File: src/rtl/knight_sprite_animator_if.sv
// Pixel/position bus between the video timing + game logic side (master)
// and the knight sprite animator (slave).
interface knight_sprite_animator_if #(
    parameter int ADDR_W = 11
);
    logic              vsync;
    logic [9:0]        DrawX;
    logic [9:0]        DrawY;
    logic [9:0]        pos_x;
    logic [9:0]        pos_y;
    logic              walking;
    logic              face_left;
    logic [ADDR_W-1:0] rom_address;
    logic [1:0]        frame_sel;
    logic              sprite_on;

    modport master (
        output vsync, DrawX, DrawY, pos_x, pos_y, walking, face_left,
        input  rom_address, frame_sel, sprite_on
    );

    modport slave (
        input  vsync, DrawX, DrawY, pos_x, pos_y, walking, face_left,
        output rom_address, frame_sel, sprite_on
    );
endinterface

File: src/rtl/knight_sprite_animator.sv
// Knight sprite animator: per-pixel ROM address / in-box flag generation and
// a once-per-video-frame walk animation sequencer.
//
//  state | meaning
//  ------+------------------------------------------------------------
//  IDLE  | standing pose, frame_sel = 0
//  WALK1 | first walk frame, frame_sel = 1, held FRAME_HOLD ticks
//  WALK2 | second walk frame, frame_sel = 2, held FRAME_HOLD ticks
//
// Position, facing and state only move on a vsync falling edge so the
// sprite cannot tear within a displayed frame.
module knight_sprite_animator #(
    parameter int SPRITE_W   = 30,
    parameter int SPRITE_H   = 64,
    parameter int ADDR_W     = 11,
    parameter int FRAME_HOLD = 8
) (
    input  logic                      vga_clk,
    input  logic                      Reset,
    knight_sprite_animator_if.slave   bus
);
    localparam int SCREEN_W = 640;
    localparam int SCREEN_H = 480;
    localparam int HOLD_W   = (FRAME_HOLD > 1) ? $clog2(FRAME_HOLD) : 1;
    localparam int PROD_W   = (ADDR_W > 20) ? ADDR_W : 20;
    localparam logic [HOLD_W-1:0] HOLD_LAST = HOLD_W'(FRAME_HOLD - 1);

    typedef enum logic [1:0] {
        IDLE  = 2'd0,
        WALK1 = 2'd1,
        WALK2 = 2'd2
    } state_t;

    state_t            state;
    logic [HOLD_W-1:0] hold_cnt;
    logic              vsync_q;
    logic              tick;
    logic [9:0]        lat_x;
    logic [9:0]        lat_y;
    logic              lat_face;

    logic [9:0]        dx;
    logic [9:0]        dy;
    logic [9:0]        col;
    logic              on_screen;
    logic              inbox;
    logic [PROD_W-1:0] addr_full;

    // vsync_q resets to 0 so a low vsync at reset release is not a tick
    assign tick = vsync_q & ~bus.vsync;

    // Delay vsync by one cycle for falling-edge detection
    always_ff @(posedge vga_clk or posedge Reset) begin
        if (Reset) vsync_q <= 1'b0;
        else       vsync_q <= bus.vsync;
    end

    // Capture position and facing once per video frame
    always_ff @(posedge vga_clk or posedge Reset) begin
        if (Reset) begin
            lat_x    <= '0;
            lat_y    <= '0;
            lat_face <= 1'b0;
        end else if (tick) begin
            lat_x    <= bus.pos_x;
            lat_y    <= bus.pos_y;
            lat_face <= bus.face_left;
        end
    end

    // Animation sequencer with registered frame select, stepped on tick
    always_ff @(posedge vga_clk or posedge Reset) begin
        if (Reset) begin
            state         <= IDLE;
            hold_cnt      <= '0;
            bus.frame_sel <= 2'd0;
        end else if (tick) begin
            case (state)
                IDLE: begin
                    if (bus.walking) begin
                        state         <= WALK1;
                        hold_cnt      <= '0;
                        bus.frame_sel <= 2'd1;
                    end
                end
                WALK1, WALK2: begin
                    if (!bus.walking) begin
                        state         <= IDLE;
                        hold_cnt      <= '0;
                        bus.frame_sel <= 2'd0;
                    end else if (hold_cnt == HOLD_LAST) begin
                        hold_cnt <= '0;
                        if (state == WALK1) begin
                            state         <= WALK2;
                            bus.frame_sel <= 2'd2;
                        end else begin
                            state         <= WALK1;
                            bus.frame_sel <= 2'd1;
                        end
                    end else begin
                        hold_cnt <= hold_cnt + 1'b1;
                    end
                end
                default: begin
                    state         <= IDLE;
                    hold_cnt      <= '0;
                    bus.frame_sel <= 2'd0;
                end
            endcase
        end
    end

    // Box test and address arithmetic; pixels left/above the box wrap high
    always_comb begin
        dx        = bus.DrawX - lat_x;
        dy        = bus.DrawY - lat_y;
        col       = lat_face ? (10'(SPRITE_W - 1) - dx) : dx;
        on_screen = (bus.DrawX < 10'(SCREEN_W)) && (bus.DrawY < 10'(SCREEN_H));
        inbox     = on_screen && (dx < 10'(SPRITE_W)) && (dy < 10'(SPRITE_H));
        addr_full = PROD_W'(dy) * PROD_W'(SPRITE_W) + PROD_W'(col);
    end

    // Register pixel outputs; address is forced to 0 outside the box
    always_ff @(posedge vga_clk or posedge Reset) begin
        if (Reset) begin
            bus.rom_address <= '0;
            bus.sprite_on   <= 1'b0;
        end else begin
            bus.rom_address <= inbox ? addr_full[ADDR_W-1:0] : '0;
            bus.sprite_on   <= inbox;
        end
    end
endmodule

File: src/flat_wrapper.sv
// flat-port wrapper written by rule: the top's interface ports become plain ports
module knight_sprite_animator_flat 
#(
    parameter int SPRITE_W   = 30,
    parameter int SPRITE_H   = 64,
    parameter int ADDR_W     = 11,
    parameter int FRAME_HOLD = 8
)
  (vga_clk, Reset, bus_vsync, bus_DrawX, bus_DrawY, bus_pos_x, bus_pos_y, bus_walking, bus_face_left, bus_rom_address, bus_frame_sel, bus_sprite_on);
  knight_sprite_animator_if #(.ADDR_W(ADDR_W)) bus_i ();
  input  logic vga_clk;
  input  logic Reset;
  input wire logic [$bits(bus_i.vsync)-1:0] bus_vsync;
  input wire logic [$bits(bus_i.DrawX)-1:0] bus_DrawX;
  input wire logic [$bits(bus_i.DrawY)-1:0] bus_DrawY;
  input wire logic [$bits(bus_i.pos_x)-1:0] bus_pos_x;
  input wire logic [$bits(bus_i.pos_y)-1:0] bus_pos_y;
  input wire logic [$bits(bus_i.walking)-1:0] bus_walking;
  input wire logic [$bits(bus_i.face_left)-1:0] bus_face_left;
  output wire logic [$bits(bus_i.rom_address)-1:0] bus_rom_address;
  output wire logic [$bits(bus_i.frame_sel)-1:0] bus_frame_sel;
  output wire logic [$bits(bus_i.sprite_on)-1:0] bus_sprite_on;
  assign bus_i.vsync = bus_vsync;
  assign bus_i.DrawX = bus_DrawX;
  assign bus_i.DrawY = bus_DrawY;
  assign bus_i.pos_x = bus_pos_x;
  assign bus_i.pos_y = bus_pos_y;
  assign bus_i.walking = bus_walking;
  assign bus_i.face_left = bus_face_left;
  assign bus_rom_address = bus_i.rom_address;
  assign bus_frame_sel = bus_i.frame_sel;
  assign bus_sprite_on = bus_i.sprite_on;
  knight_sprite_animator #(.SPRITE_W(SPRITE_W), .SPRITE_H(SPRITE_H), .ADDR_W(ADDR_W), .FRAME_HOLD(FRAME_HOLD)) u_core (.vga_clk(vga_clk), .Reset(Reset), .bus(bus_i));
endmodule
File: config.mk
export PLATFORM = sky130hd
export DESIGN_NAME = knight_sprite_animator_flat
export DESIGN_NICKNAME = d
export VERILOG_FILES = /design/src/rtl/knight_sprite_animator_if.sv /design/src/rtl/knight_sprite_animator.sv /design/src/flat_wrapper.sv
export SDC_FILE = /design/constraint.sdc
export NUM_CORES = 1
export LEC_CHECK = 0
export ABC_CLOCK_PERIOD_IN_PS = 4300
export CORE_MARGIN = 10
export CORE_UTILIZATION = 30
export DETAILED_ROUTE_END_ITERATION = 16
export GPL_ROUTABILITY_DRIVEN = 0
export HOLD_SLACK_MARGIN = 0.05
export MAX_ROUTING_LAYER = met4
export PLACE_DENSITY = 0.61
export SLEW_MARGIN = 20
export SYNTH_ARGS = -nofsm -noshare
export SYNTH_HDL_FRONTEND = slang
export SYNTH_SLANG_ARGS = --single-unit
export TNS_END_PERCENT = 10
File: constraint.sdc
create_clock -name vga_clk -period 4.3 [get_ports vga_clk]
set_input_delay 0.645 -clock vga_clk [delete_from_list [all_inputs] [get_ports vga_clk]]
set_output_delay 0.645 -clock vga_clk [all_outputs]
set_load 0.05 [all_outputs]
# Yosys cells after proc, flatten, opt, wreduce, memory -nomap -nowiden
# Cells that the tools add are included.
# classes
addsub,5
multipliers,1
magnitude_cmp,4
n_eq_ne,5
mux,11
n_bitwise,2
reduce_logical,7
# ops
cell,count
subtractor 10 bit,2
adder 11 x 10 -> 11 bit,1
2-to-1 mux 11 bit,1
< comparator 10 bit (second input constant),1
< comparator 10 x 5 -> 1 bit (second input constant),1
< comparator 10 x 7 -> 1 bit (second input constant),1
< comparator 10 x 9 -> 1 bit (second input constant),1
multiplier 10 x 4 -> 10 bit (second input constant),1
2-to-1 mux 10 bit,1
subtractor 5 x 10 -> 10 bit (first input constant),1
2-to-1 mux 3 bit,3
2-to-1 mux 2 bit,4
one-hot mux 3 bit (2 select lines),1
one-hot mux 2 bit (2 select lines),1
adder 3 x 1 -> 3 bit (second input constant),1
== test 3 bit (second input constant),1
logical AND 1 bit,3
!= test 3 x 2 -> 1 bit (second input constant),1
AND reduction 3 bit,1
== test 2 x 1 -> 1 bit (second input constant),1
== test 2 bit (second input constant),1
zero test 2 bit,1
!= test 2 bit (second input constant),1
AND reduction 2 bit,1
3 further kinds,3
# totals
ff_bits,39
out_inout_bits,14
wordCells,43

# Depth between registers and ports, before layout
# Gate-level depths: netlist of run 1.
# depth
depth_word,5
mapped_depth,23

# Least setup slack after synthesis of run 1
# Ideal clock, no wire load.
# synth_path
kind,in2reg
from,in bus_DrawY[0]
to,reg u_core.bus.rom_address[10]
setup_ps,118
arrival_time_ps,4883
path_slack_ps,-701
path_stages,18
path_buffers,0
cell_sequence,inv_1 -> ha_1 -> inv_1 -> fa_1 -> xnor2_1 -> fa_1 -> inv_1 -> fa_1 -> ha_1 -> a21o_1 -> a21oi_1 -> xnor2_1 -> ha_1 -> or4_1 -> a31oi_1 -> o21ai_0 -> xnor3_1 -> nor2_1
# synth_between
elab_chain_len,5
word_cells_on_any_way,9
cone_classes,add/sub: 2; mul: 1; order compare: 2; mux: 1; reduce/logical: 3
# synth_lines
item,line,source
from (decl),flat_wrapper.sv:15,input wire logic [$bits(bus_i.DrawY)-1:0] bus_DrawY;
branches (longest 4 deep; another with adder 11 x 10 -> 11 bit),-,
2-to-1 mux 11 bit *,knight_sprite_animator.sv:129,bus.rom_address <= inbox ? addr_full[ADDR_W-1:0] : '0;
to (signal assigned),knight_sprite_animator.sv:129,
to (decl),knight_sprite_animator_if.sv:24,"output rom_address, frame_sel, sprite_on"
# Mark *: on every way between the ends.
# A chain may end at the register's enable or synchronous reset.

# Worst setup path in the final report of run 1
# Same ends and word-level chain as after synthesis.

==> results of run 1 <==
[logic make-up after synthesis]
logic type	synth area share
AO/OA/AOI/OAI	0.164
XOR/XNOR	0.106
adder cells (fa/ha/maj)	0.220
buffers and inverters	0.0681
flip-flops	0.271
multiplexers	0.0216
AND/OR/NAND/NOR	0.148
[cell type report]
class	instances	area [sq um]
Timing Repair Buffer	120	1070
Inverter	56	223
Clock inverter	3	47.5
Fill cell	1061	6340
Clock buffer	5	125
Tap cell	143	179
Sequential cell	39	976
Multi-Input combinational cell	301	2600
[cell usage after synthesis, types with 2 or more instances]
cell type	number	area (sq um)
mux2_2	6	67.6
inv_1	56	210
nand3_1	3	15.0
dfrtp_1	39	976
o41a_1	2	22.5
or4_1	2	15.0
nor3_1	6	30.0
fa_1	11	220
nand2_1	27	101
nand4_1	5	31.3
nor2_2	9	56.3
a21o_1	9	67.6
a311oi_2	2	30.0
nand2b_1	9	56.3
o21bai_1	3	22.5
xnor2_1	27	236
ha_1	45	563
a31oi_1	2	12.5
o21ai_0	36	180
a21oi_1	14	70.1
o21a_1	3	22.5
xor2_1	14	123
nor2_1	28	105
o21ai_1	2	10.0
clkbuf_1	4	15.0
and2_1	2	12.5
nor2b_1	5	31.3
a211oi_1	4	30.0
[registers in the layout, indices dropped and copies added, names as in the netlist]
register / flops
u_core.bus.frame_sel: 2
u_core.bus.rom_address: 11
u_core.bus.sprite_on: 1
u_core.hold_cnt: 3
u_core.lat_face: 1
u_core.lat_x: 10
u_core.lat_y: 10
u_core.vsync_q: 1
[worst max-delay path: cells and delay by family]
kind	cells	cell delay [ns]
and+or+nand+nor	2	0.56
buffers and inverters	6	0.40
xor gates and xnor gates	2	0.28
adders and majority gates	6	2.16
AOI/OAI and AO/OA	4	0.64
[how the worst max path moves through the flow]
| stage | from | end | slack [ns] | cells past startpoint |
|---|---|---|---|---|
| floorplan | bus_DrawY[0] | u_core.bus.rom_address[10]$_DFF_PP0_ | -0.31 | 19 |
| global placement | bus_DrawY[0] | u_core.bus.rom_address[10]$_DFF_PP0_ | -0.99 | 21 |
| detailed placement | bus_DrawY[0] | u_core.bus.rom_address[10]$_DFF_PP0_ | -1.04 | 21 |
| CTS | bus_DrawY[3] | u_core.bus.rom_address[10]$_DFF_PP0_ | -0.26 | 20 |
| global route | bus_DrawY[0] | u_core.bus.rom_address[9]$_DFF_PP0_ | -0.41 | 22 |
| finish | bus_DrawY[0] | u_core.bus.rom_address[10]$_DFF_PP0_ | -0.21 | 20 |
[metal layers]
metal | track usage | routed length [microns]
met1 | 0.132 | 3790
met2 | 0.183 | 4280
met3 | 0.0249 | 410
met4 | 0.0476 | 218
met5 | - | 0
[per-stage QoR]
step                      TNS, ns  hold WS (ns)   util  worst slack, ns
final                      -0.547         0.493  0.451           -0.211
after floorplan            -0.664         0.456      -           -0.312
after global routing        -1.13         0.526  0.451           -0.410
after detailed placement    -4.89         0.485  0.419            -1.04
after CTS                  -0.507         0.501  0.448           -0.256
after global placement      -4.69         0.469  0.419           -0.987
[repair_timing]
| item | in CTS | in global routing |
|---|---|---|
| hold endpoints to repair | 0 | 0 |
| setup endpoints to repair | 6 | 4 |
| pin swaps | 25 | 9 |
| resized for setup | 35 | 7 |
| buffers inserted | 6 | 1 |
[placed cells by master (no fill, tap or decap), types with 5 or more instances in the layout]
cell type	n
a21o_1	8
a21oi_1	8
a21oi_2	6
buf_4	58
clkbuf_16	5
clkdlybuf4s50_1	55
dfrtp_1	39
fa_1	9
ha_1	39
ha_4	5
inv_1	48
inv_2	7
mux2_2	6
nand2_1	27
nand2b_1	9
nand4_1	5
nor2_1	26
nor2_2	11
nor3_1	5
o21ai_0	33
xnor2_1	22
xor2_1	12
==> results.py, run 1 <==
metrics = {
    "sta": {
        "slew_violations": 0,
        "fin_skew_ns": 0.0103,
        "grt_setup_unrepaired": "true",
        "worst_slew_pin_slew_ns": 0.575,
        "min_period_over_period": 1.05,
        "hold_viol": 0,
        "max_freq_ghz": 0.222,
        "setup_ws_ns": -0.211,
        "layout_min_cycle_time_ns": 4.51,
        "slew_headroom": 0.613,
        "setup_viol": 3,
    },
    "status": {
        "status": "finished, violations left",
        "violations": "negative setup slack",
    },
    "yosys": {
        "netlist_area_sq_um": 3600,
        "seq_area_frac_synth": 0.271,
        "ys_types": 56,
        "async_flop_share": 1.00,
        "synth_seq_cells": 39,
        "syn_inst": 403,
        "syn_nets": 504,
        "yosys_warnings": 0,
        "avgSynthCellArea_sq_um": 8.93,
        "synth_edf_count": 0,
        "ys.flop_type": "dfrtp_1",
    },
    "worst_setup_path": {
        "rr_worst_depth": 18,
        "cp.required_ns": 4.49,
        "endpoint_kind": "register",
        "path_cells": "buf_8 -> inv_12 -> ha_4 -> inv_2 -> fa_2 -> inv_2 -> fa_1 -> inv_2 -> fa_1 -> ha_1 -> a21o_1 -> a21oi_2 -> buf_4 -> xnor2_1 -> ha_2 -> or4_4 -> a31oi_4 -> o21ai_2 -> xnor3_1 -> nor2_1",
        "critical_path_peak_fanout": 2,
        "arrival_ns": 4.70,
        "reg2reg_slack_ns": -0.13,
        "reg2reg_from": "u_core.lat_y[0]$_DFFE_PP0P_",
        "slowest_stage": "fa_2",
        "path_class": "in -> reg",
        "cpMostUsedCell": "inv_2",
        "critPathLaunchType": "input port",
        "slowest_delay_ns": 0.57,
        "rr_endpoint": "u_core.bus.rom_address[10]$_DFF_PP0_",
    },
    "floorplanning": {
        "die_h_microns": 130,
        "rows": 39,
        "die_w_microns": 130,
        "top_level_ports": 59,
        "start_util": 0.311,
        "core_sq_um": 11600,
        "die-area_sq_um": 16800,
    },
    "clocking": {
        "clockBufferDepth": 2,
        "cts_buffers": 5,
        "cts_tree": "built",
        "insertion_delay_ns": 0.29,
        "clockRootBuffer": "clkbuf_16",
        "cts_max_level": 2,
        "cts_hold_buf": 0,
        "clk_pin_slew_ns": 0.07,
        "clock_sinks": 39,
    },
    "layout": {
        "design_area_sq_um": 5220,
        "finalNonFillerCells": 667,
        "insertedDiodeCount": 0,
        "nets": 624,
        "area_growth_pct": 45.1,
        "layout-drive-gt1-share": 0.258,
    },
    "route": {
        "vias": 3137,
        "dr.pass1.iters": 4,
        "drt_iter0_drc": 103,
        "drc": 0,
        "via_per_inst": 4.70,
        "drt_wl_total_microns": 8700,
        "antenna_left": 0,
        "wl_per_cell_microns": 13.0,
    },
    "hold_path": {
        "hold_path.class": "reg -> reg",
        "hp-start": "u_core.hold_cnt[2]$_DFFE_PP0P_",
        "holdPathEnd": "u_core.hold_cnt[2]$_DFFE_PP0P_",
        "holdPathStages": 2,
    },
    "placed_design": {
        "hpwl_microns": 7140,
        "dp.cells": 652,
        "io_buffer_count": 58,
        "post_dp_cell_area_sq_um": 4840,
    },
    "grt": {
        "grt-ovfl-total": 0,
        "grt_max_degree": 39,
        "grt_pass1_vias": 3285,
        "antenna_found_initial": 0,
        "grt_usage": 0.113,
        "grt_first_pass_wirelength_microns": 15100,
    },
    "flow_run": {
        "drv_cap": 0,
    },
}
Power of run 1 is not shown: default switching activity piles up to over one toggle a cycle in this logic, so the estimate is an artifact.
==> inputs of run 2 (changes only) <==
- SLEW_MARGIN: 20 -> 40
==> results of run 2 <==
The final DEF is identical to that of run 1; final timing and power are the same.
Power of run 2 is left out for the same reason.
==> inputs of run 3 (changes only) <==
- SETUP_SLACK_MARGIN: default -> 0.5
- SLEW_MARGIN: 40 -> default
==> run 3 against run 2 <==
  * The run still ends with negative setup slack left
  * Routed wire length increased by 0.41%
  * Die area is the same
  * Sequential cell count unchanged
  * Clock skew about the same
  * Maximum frequency decreased by 0.21%
  * Via count decreased by 0.16%
  * Design area up 0.48%
  * Global-route usage rose by 0.061 points
  * Worst hold slack gained 0.00092 ns
==> results.py, run 3 (synthesized netlist as in run 1, its figures left out) <==
metrics = {
    "route": {
        "vias": 3132,
        "wl_per_cell_microns": 13.1,
        "via_per_inst": 4.70,
        "drc": 0,
        "dr.pass1.iters": 4,
        "drt_iter0_drc": 109,
        "drt_wl_total_microns": 8740,
        "antenna_left": 0,
    },
    "grt": {
        "grt_first_pass_wirelength_microns": 15100,
        "grt-ovfl-total": 0,
        "grt_pass1_vias": 3304,
        "antenna_found_initial": 0,
        "grt_max_degree": 39,
        "grt_usage": 0.113,
    },
    "placed_design": {
        "io_buffer_count": 58,
        "dp.cells": 652,
        "hpwl_microns": 7140,
        "post_dp_cell_area_sq_um": 4840,
    },
    "layout": {
        "largest_reg_flops": 11,
        "area_growth_pct": 45.8,
        "reg_top3": "u_core.bus.rom_address: 11 flops, u_core.lat_x: 10 flops, u_core.lat_y: 10 flops",
        "finalNonFillerCells": 667,
        "design_area_sq_um": 5250,
        "insertedDiodeCount": 0,
        "layout-drive-gt1-share": 0.261,
        "fill_cells": 1058,
        "mostFrequentLayoutCells": "buf_4 (57), clkdlybuf4s50_1 (55), inv_1 (48)",
        "layout_commonest_cell": "buf_4",
        "nets": 624,
        "regMostFlops": "u_core.bus.rom_address",
    },
    "worst_setup_path": {
        "cpMostUsedCell": "inv_2",
        "critPathLaunchType": "input port",
        "path_class": "in -> reg",
        "cp.required_ns": 4.49,
        "slowest_delay_ns": 0.57,
        "slowest_stage": "fa_2",
        "arrival_ns": 4.71,
        "path_cells": "buf_8 -> inv_12 -> ha_4 -> inv_2 -> fa_2 -> inv_2 -> fa_1 -> inv_2 -> fa_1 -> ha_1 -> a21o_1 -> a21oi_2 -> buf_4 -> xnor2_1 -> ha_2 -> or4_4 -> a31oi_4 -> o21ai_2 -> xnor3_1 -> nor2_1",
        "critical_path_peak_fanout": 2,
        "endpoint_kind": "register",
    },
    "sta": {
        "layout_min_cycle_time_ns": 4.52,
        "fin_skew_ns": 0.0102,
        "max_freq_ghz": 0.221,
        "final.setup.tns_ns": -0.560,
        "hold_viol": 0,
        "min_period_over_period": 1.05,
        "setup_ws_ns": -0.221,
        "slew_violations": 0,
        "slew_headroom": 0.611,
        "setup_viol": 3,
        "grt_setup_unrepaired": "true",
        "worst_slew_pin_slew_ns": 0.578,
    },
    "clocking": {
        "cts_buffers": 5,
        "cts_hold_buf": 0,
        "clockRootBuffer": "clkbuf_16",
        "clock_sinks": 39,
        "clk_pin_slew_ns": 0.07,
        "cts_tree": "built",
        "clockBufferDepth": 2,
        "insertion_delay_ns": 0.29,
        "cts_max_level": 2,
    },
    "floorplanning": {
        "core_sq_um": 11600,
        "rows": 39,
        "die-area_sq_um": 16800,
        "die_h_microns": 130,
        "start_util": 0.311,
        "die_w_microns": 130,
        "top_level_ports": 59,
    },
    "status": {
        "status": "finished, violations left",
        "violations": "negative setup slack",
    },
    "flow_run": {
        "drv_cap": 0,
    },
    "hold_path": {
        "hold_path.class": "reg -> reg",
    },
}
## run 3: worst max-delay path: cells and delay by family
family	cells	cell delay [ns]
adders and majority gates	6	2.17
AOI/OAI and AO/OA	4	0.65
and+or+nand+nor	2	0.56
buffers and inverters	6	0.40
xor gates and xnor gates	2	0.28
## run 3: repair_timing
item	4_1_cts	5_1_grt
resized for setup	40	7
endpoints found under the setup margin	12	11
pin swaps	31	12
buffers inserted	6	1
## run 3: metal layers
metal / routed length [microns] / GRT usage / up-vias
met5: 0 / - / -
met4: 231 / 0.0536 / 0
met3: 411 / 0.0253 / 17
met2: 4280 / 0.181 / 53
met1: 3810 / 0.133 / 1454
li1: - / - / 1608
## run 3: final timing paths
check / endpoint / cells past startpoint / start / slack (ns)
max in group asynchronous: u_core.bus.rom_address[4]$_DFF_PP0_ / 3 / Reset / 2.91
max: u_core.bus.rom_address[10]$_DFF_PP0_ / 20 / bus_DrawY[0] / -0.22
min: u_core.hold_cnt[2]$_DFFE_PP0P_ / 2 / u_core.hold_cnt[2]$_DFFE_PP0P_ / 0.49
min reg2reg: u_core.hold_cnt[2]$_DFFE_PP0P_ / 2 / u_core.hold_cnt[2]$_DFFE_PP0P_ / 0.49
min in group asynchronous: u_core.lat_y[5]$_DFFE_PP0P_ / 2 / Reset / 0.65
max reg2reg: u_core.bus.rom_address[10]$_DFF_PP0_ / 18 / u_core.lat_y[0]$_DFFE_PP0P_ / -0.14
## run 3: final cells by class
| cell class | instances | area [sq um] | share of cell area |
|---|---|---|---|
| clock buffers | 5 | 125 | 0.0239 |
| multi-input cells | 301 | 2620 | 0.499 |
| repair buffers | 120 | 1080 | 0.205 |
| flip-flops and latches | 39 | 976 | 0.186 |
| clock inverters | 3 | 47.5 | 0.00906 |
| well taps | 143 | 179 | 0.0341 |
| inverters | 56 | 223 | 0.0425 |
## run 3: through the flow
stage / util / hold WS (ns) / worst slack, ns
global route: 0.454 / 0.526 / -0.410
finish: 0.454 / 0.494 / -0.221
global placement: 0.419 / 0.469 / -0.987
detailed placement: 0.419 / 0.485 / -1.04
floorplan: - / 0.456 / -0.312
CTS: 0.449 / 0.501 / -0.256
Power of run 3 is left out for the same reason.
